$ cat src/rtl/mac3_pkg.sv
// rtl/mac3_pkg.sv - shared types, constants and the saturate/truncate helper for mac3_stream
package mac3_pkg;

    typedef enum logic {OP_ADD = 1'b0, OP_SUB = 1'b1} mac_op_e;

    localparam int RUN_LEN = 3;
    localparam int MAX_DW  = 32;
    localparam int MAX_RW  = 2*MAX_DW + 2;
    localparam int MAX_OW  = 2*MAX_DW + 1;

    // Returns {ovf, value}; value is right-aligned, only the low ow bits are meaningful.
    function automatic logic [MAX_OW:0] sat_trunc(
        input logic signed [MAX_RW-1:0] r,
        input int                       ow,
        input bit                       sat
    );
        logic signed [MAX_RW-1:0] top;
        logic        [MAX_OW-1:0] low;
        top = (MAX_RW'(1) << ow) - MAX_RW'(1);
        low = MAX_OW'(r & top);
        if (r < 0)
            sat_trunc = {1'b1, sat ? {MAX_OW{1'b0}} : low};
        else if (r > top)
            sat_trunc = {1'b1, sat ? MAX_OW'(top) : low};
        else
            sat_trunc = {1'b0, MAX_OW'(r)};
    endfunction

endpackage

$ cat src/rtl/mac3_arith.sv
// rtl/mac3_arith.sv - combinational multiplier and add/sub/saturate halves of the mac3 datapath
module mac3_arith
    import mac3_pkg::*;
#(
    parameter int DW  = 32,
    parameter int OW  = 32,
    parameter int SAT = 1
) (
    input  logic [DW-1:0]   a,
    input  logic [DW-1:0]   b,
    output logic [2*DW-1:0] prod,
    input  logic [2*DW-1:0] prod_in,
    input  logic [DW-1:0]   c,
    input  mac_op_e         op,
    output logic [OW-1:0]   result,
    output logic            ovf
);

    localparam int RW = 2*DW + 2;

    logic signed [RW-1:0] r;
    logic [MAX_OW:0]      st;

    // The two halves are separate so the top can place a register between them.
    assign prod = a * b;

    always_comb begin
        if (op == OP_SUB)
            r = $signed({2'b00, prod_in}) - $signed({{(DW+2){1'b0}}, c});
        else
            r = $signed({2'b00, prod_in}) + $signed({{(DW+2){1'b0}}, c});
        st = sat_trunc(MAX_RW'(r), OW, SAT != 0);
    end

    assign result = OW'(st[MAX_OW-1:0]);
    assign ovf    = st[MAX_OW];

endmodule

$ cat src/rtl/mac3_stream.sv
// rtl/mac3_stream.sv - sliding three-sample a*b+/-c unit; MAC3_STREAM_PIPE_EN adds a multiplier pipe stage
module mac3_stream
    import mac3_pkg::*;
#(
    parameter int DW  = 32,
    parameter int OW  = 32,
    parameter int SAT = 1
) (
    input  logic          clk,
    input  logic          rst_,
    input  logic          validi,
    input  logic [DW-1:0] data_in,
    input  logic          sub_i,
    output logic          valido,
    output logic [OW-1:0] data_out,
    output logic          ovf,
    output logic [1:0]    run_cnt
);

    logic [DW-1:0]   a_q;
    logic [DW-1:0]   b_q;
    logic            win;
    logic [2*DW-1:0] prod;
    logic [2*DW-1:0] prod_s;
    logic [DW-1:0]   c_s;
    mac_op_e         op_s;
    logic            win_s;
    logic [OW-1:0]   res;
    logic            res_ovf;

    assign win = validi && (run_cnt >= 2'(RUN_LEN - 1));

    always_ff @(posedge clk) begin
        if (!rst_) begin
            run_cnt <= 2'd0;
            a_q     <= '0;
            b_q     <= '0;
        end else if (validi) begin
            a_q <= b_q;
            b_q <= data_in;
            if (run_cnt != 2'(RUN_LEN))
                run_cnt <= run_cnt + 2'd1;
        end else begin
            run_cnt <= 2'd0;
        end
    end

`ifdef MAC3_STREAM_PIPE_EN
    logic [2*DW-1:0] prod_q;
    logic [DW-1:0]   c_q;
    mac_op_e         op_q;
    logic            win_q;

    always_ff @(posedge clk) begin
        if (!rst_) begin
            win_q  <= 1'b0;
            prod_q <= '0;
            c_q    <= '0;
            op_q   <= OP_ADD;
        end else begin
            win_q <= win;
            if (win) begin
                prod_q <= prod;
                c_q    <= data_in;
                op_q   <= mac_op_e'(sub_i);
            end
        end
    end

    assign prod_s = prod_q;
    assign c_s    = c_q;
    assign op_s   = op_q;
    assign win_s  = win_q;
`else
    assign prod_s = prod;
    assign c_s    = data_in;
    assign op_s   = mac_op_e'(sub_i);
    assign win_s  = win;
`endif

    mac3_arith #(
        .DW  (DW),
        .OW  (OW),
        .SAT (SAT)
    ) u_arith (
        .a       (a_q),
        .b       (b_q),
        .prod    (prod),
        .prod_in (prod_s),
        .c       (c_s),
        .op      (op_s),
        .result  (res),
        .ovf     (res_ovf)
    );

    // data_out and ovf hold between results; only valido pulses.
    always_ff @(posedge clk) begin
        if (!rst_) begin
            valido   <= 1'b0;
            data_out <= '0;
            ovf      <= 1'b0;
        end else begin
            valido <= win_s;
            if (win_s) begin
                data_out <= res;
                ovf      <= res_ovf;
            end
        end
    end

endmodule

$ cat config.mk
export PLATFORM = sky130hd
export DESIGN_NAME = mac3_stream
export DESIGN_NICKNAME = d
export VERILOG_FILES = /design/src/rtl/mac3_pkg.sv /design/src/rtl/mac3_arith.sv /design/src/rtl/mac3_stream.sv
export SDC_FILE = /design/constraint.sdc
export NUM_CORES = 2
export LEC_CHECK = 0
export BUFFER_PORTS_ARGS = -buffer_cell sky130_fd_sc_hd__buf_2
export CAP_MARGIN = 20
export CORE_ASPECT_RATIO = 1.4
export CORE_UTILIZATION = 50
export DETAILED_ROUTE_END_ITERATION = 8
export PLACE_DENSITY = 0.63
export SLEW_MARGIN = 20
export SYNTH_ARGS = -nofsm -noshare
export SYNTH_HDL_FRONTEND = slang
export SYNTH_SLANG_ARGS = --single-unit
$ cat constraint.sdc
create_clock -name clk -period 14.54 [get_ports clk]
set_input_delay 0 -clock clk [delete_from_list [all_inputs] [get_ports clk]]
set_output_delay 0 -clock clk [all_outputs]
set_load 0.005 [all_outputs]
==> results.py <==
metrics = {
    "outcome": {
        "status": "finished clean",
    },
    "critical_path": {
        "rrSetupSlack_ns": 1.97,
        "rr_endpoint": "data_out[12]",
        "cp_common_cell": "fa_1",
        "end_kind": "flop",
        "rr_startpoint": "b_q[8]",
        "cp.required_ns": 14.82,
        "reg2reg_depth": 36,
        "cp_slowest_cell": "dfxtp_1",
        "path_class": "reg -> reg",
        "crit_path_max_fanout": 31,
        "critPathMaxStageDelay_ns": 0.81,
        "arrival_ns": 12.85,
        "start_kind": "flop",
    },
    "layout": {
        "nFillCells": 8356,
        "nNetsFinal": 6313,
        "seq_area_um2": 2010,
        "syn_to_final_growth_pct": 3.97,
        "utilization": 0.524,
        "multi_input_area_um2": 37200,
        "drive_gt1_frac": 0.0482,
    },
    "logic_synthesis": {
        "seq_area_frac_synth": 0.0456,
        "ys_types": 99,
        "synth_nets": 6435,
        "synthCells": 5162,
        "netlist.area_leader.share": 0.410,
        "ys_ff_latch": 100,
        "synth_area_leader_cell": "fa_1",
        "ys.flop_type": "dfxtp_1",
        "netlist_area_um2": 43900,
        "synth_edf_count": 0,
        "avgSynthCellArea_um2": 8.50,
        "ys_top_cells_by_area": "fa_1 (41%), ha_1 (9.7%), inv_1 (7.9%)",
        "yosys_warnings": 0,
        "synthArstFlopShare": 0,
    },
    "clock_network": {
        "cts_resized": 0,
        "clk_latency_ns": 0.41,
        "cts_buffers": 9,
        "clk_pin_slew_ns": 0.09,
        "h-tree-depth": 3,
        "cts_setup_buffers": 0,
        "tritoncts": "done",
        "clk_path_buf_depth": 2,
        "cts-root-buf": "clkbuf_16",
        "cts_sinks": 100,
    },
    "timing": {
        "period_needed_ns": 12.57,
        "max_freq_mhz": 79.6,
        "period_share": 0.864,
        "clock_skew_ns": 0.0147,
        "final.setup.worst_slack_ns": 1.97,
        "setup_tns_ns": 0,
        "worstMarginPinSlew_ns": 1.18,
        "setup_violations": 0,
        "rsz0062_at_grt": "false",
        "maxSlewViolCount": 0,
        "relSlewSlack": 0.216,
        "finalHoldViolations": 0,
    },
    "detailed_routing": {
        "routed_wl_mm": 135,
        "drt-initial-drc-count": 2456,
        "dr.pass1.iters": 5,
        "wl_met3_mm": 6.95,
        "vias": 35400,
        "wl_met1_mm": 55.1,
        "vias_per_cell": 5.69,
        "topRoutingLayerUsed": "met5",
        "detail_route.wl_per_cell_um": 21.7,
        "ant_nets": 0,
        "drc": 0,
        "wl_met2_mm": 67.5,
    },
    "place": {
        "gp_congestion": 0.978,
        "io_buffers": 71,
        "hpwl_mm": 109,
        "pre_cts_ws_ns": 2.10,
    },
    "floorplanning": {
        "die-area_um2": 88900,
        "rows": 128,
        "die_h_um": 352,
        "ios": 72,
        "start_util": 0.504,
        "die_w_um": 252,
        "core-area_um2": 87000,
    },
    "power": {
        "ir_worst_vdd_mv": 0.0592,
        "power_density_nw_per_um2": 38.6,
        "cellLeakagePower_nw": 22.6,
    },
    "worst_hold_path": {
        "hp-class": "in -> reg",
        "min_to": "b_q[4]",
        "hold_depth": 3,
        "min-delay-start": "data_in[4]",
    },
    "job": {
        "cap_viol_max_count": 0,
    },
    "global_route": {
        "grt_overflow": 0,
        "grt_pass1_wl_mm": 216,
        "antenna_found_initial": 4,
        "grt_use_total": 0.315,
        "grt_pass1_vias": 38100,
        "grt_max_degree": 74,
    },
}
-- kinds of logic after synthesis --
| family | count (synthesis) | synth area share |
|---|---|---|
| flops | 100 | 0.0456 |
| xor+xnor | 100 | 0.0201 |
| buf+inv | 1231 | 0.107 |
| mux | 71 | 0.0163 |
| simple gates | 1788 | 0.207 |
| fa+ha+maj | 1237 | 0.507 |
| compound gates | 635 | 0.0971 |
-- stage by stage --
step | instances | hold slack [ns] | total power, W | instance area [µm²]
3_5_place_dp | 6170 | 0.314 | 0.00145 | 45000
2_1_floorplan | 5162 | 0.170 | 0.00110 | 43900
5_1_grt | 6215 | 0.0438 | 0.00188 | 45600
6_report | 6216 | 0.0213 | 0.00176 | 45600
3_3_place_gp | 6170 | 0.298 | 0.00147 | 45000
4_1_cts | 6215 | 0.0154 | 0.00175 | 45600
-- state kept, by name, indices dropped and copies added, names as in the netlist --
register / cells
b_q: 32
a_q: 32
ovf: 1
valido: 1
run_cnt: 2
data_out: 32
-- cell usage after synthesis (32+ instances only) --
master,number
a21o_1,49
a211oi_1,32
nor3_1,59
a21oi_1,196
xnor2_1,72
ha_1,339
and2_1,516
fa_1,898
nand2_1,676
mux2i_1,69
nor2_1,187
clkbuf_1,256
inv_1,928
o21ai_0,82
nor2b_1,81
nand4_1,64
dfxtp_1,100
nand3_1,40
-- report_power, final --
| part | leakage, nW | internal (W) | switching, W | total [W] |
|---|---|---|---|---|
| sequential | 0.822 | 0.000291 | 0.0000384 | 0.000329 |
| clock | 0.142 | 0.000125 | 0.000149 | 0.000274 |
| combinational | 21.6 | 0.000412 | 0.000744 | 0.00116 |
-- routing by layer --
metal / vias to the layer above / track usage
met5: - / 0
met4: 8 / 0.111
met3: 245 / 0.0308
met2: 1111 / 0.548
met1: 18100 / 0.405
li1: 15900 / -
-- cell type report --
| cell class | count | share of cell area |
|---|---|---|
| Sequential cell | 100 | 0.0441 |
| Clock inverter | 6 | 0.00118 |
| Tap cell | 1170 | 0.0321 |
| Multi-Input combinational cell | 3831 | 0.815 |
| Clock buffer | 10 | 0.00524 |
| Inverter | 928 | 0.0764 |
| Antenna cell | 1 | 0.0000549 |
| Timing Repair Buffer | 170 | 0.0258 |
-- worst max path at each step --
stage	start	endpoint	slack (ns)	cells after the start
2_1_floorplan	b_q[8]	data_out[12]	3.99	35
3_3_place_gp	a_q[12]	data_out[31]	2.20	36
3_5_place_dp	b_q[8]	data_out[31]	2.10	33
4_1_cts	b_q[8]	data_out[31]	2.02	36
5_1_grt	b_q[8]	data_out[31]	1.35	36
6_report	b_q[8]	data_out[12]	1.97	36
-- layout by cell type, fill, tap and decap left out, types with 49 or more instances in the layout --
cell / n
buf_4: 72
mux2i_1: 69
a21o_1: 49
nor2b_1: 81
o21ai_0: 82
buf_2: 69
nor3_1: 59
nand2_1: 676
fa_1: 898
and2_1: 516
inv_1: 928
a21oi_1: 196
dfxtp_1: 91
nand4_1: 64
xnor2_1: 72
nor2_1: 186
ha_1: 339
-- timing repair --
| item | 4_1_cts | 5_1_grt |
|---|---|---|
| endpoints found under the setup margin | 0 | 0 |
| hold buffers | 29 | 0 |
| endpoints found under the hold margin | 29 | 0 |
-- worst max-delay path, delay by kind of cell, from the launching register on --
family / cells / cell delay, ns
adders and majority gates: 10 / 4.71
and+or+nand+nor: 10 / 3.02
AOI/OAI and AO/OA: 8 / 2.10
buffers and inverters: 6 / 1.31
DFF: 1 / 0.81
xor gates and xnor gates: 2 / 0.47
Power figures use the tool's default switching activity.
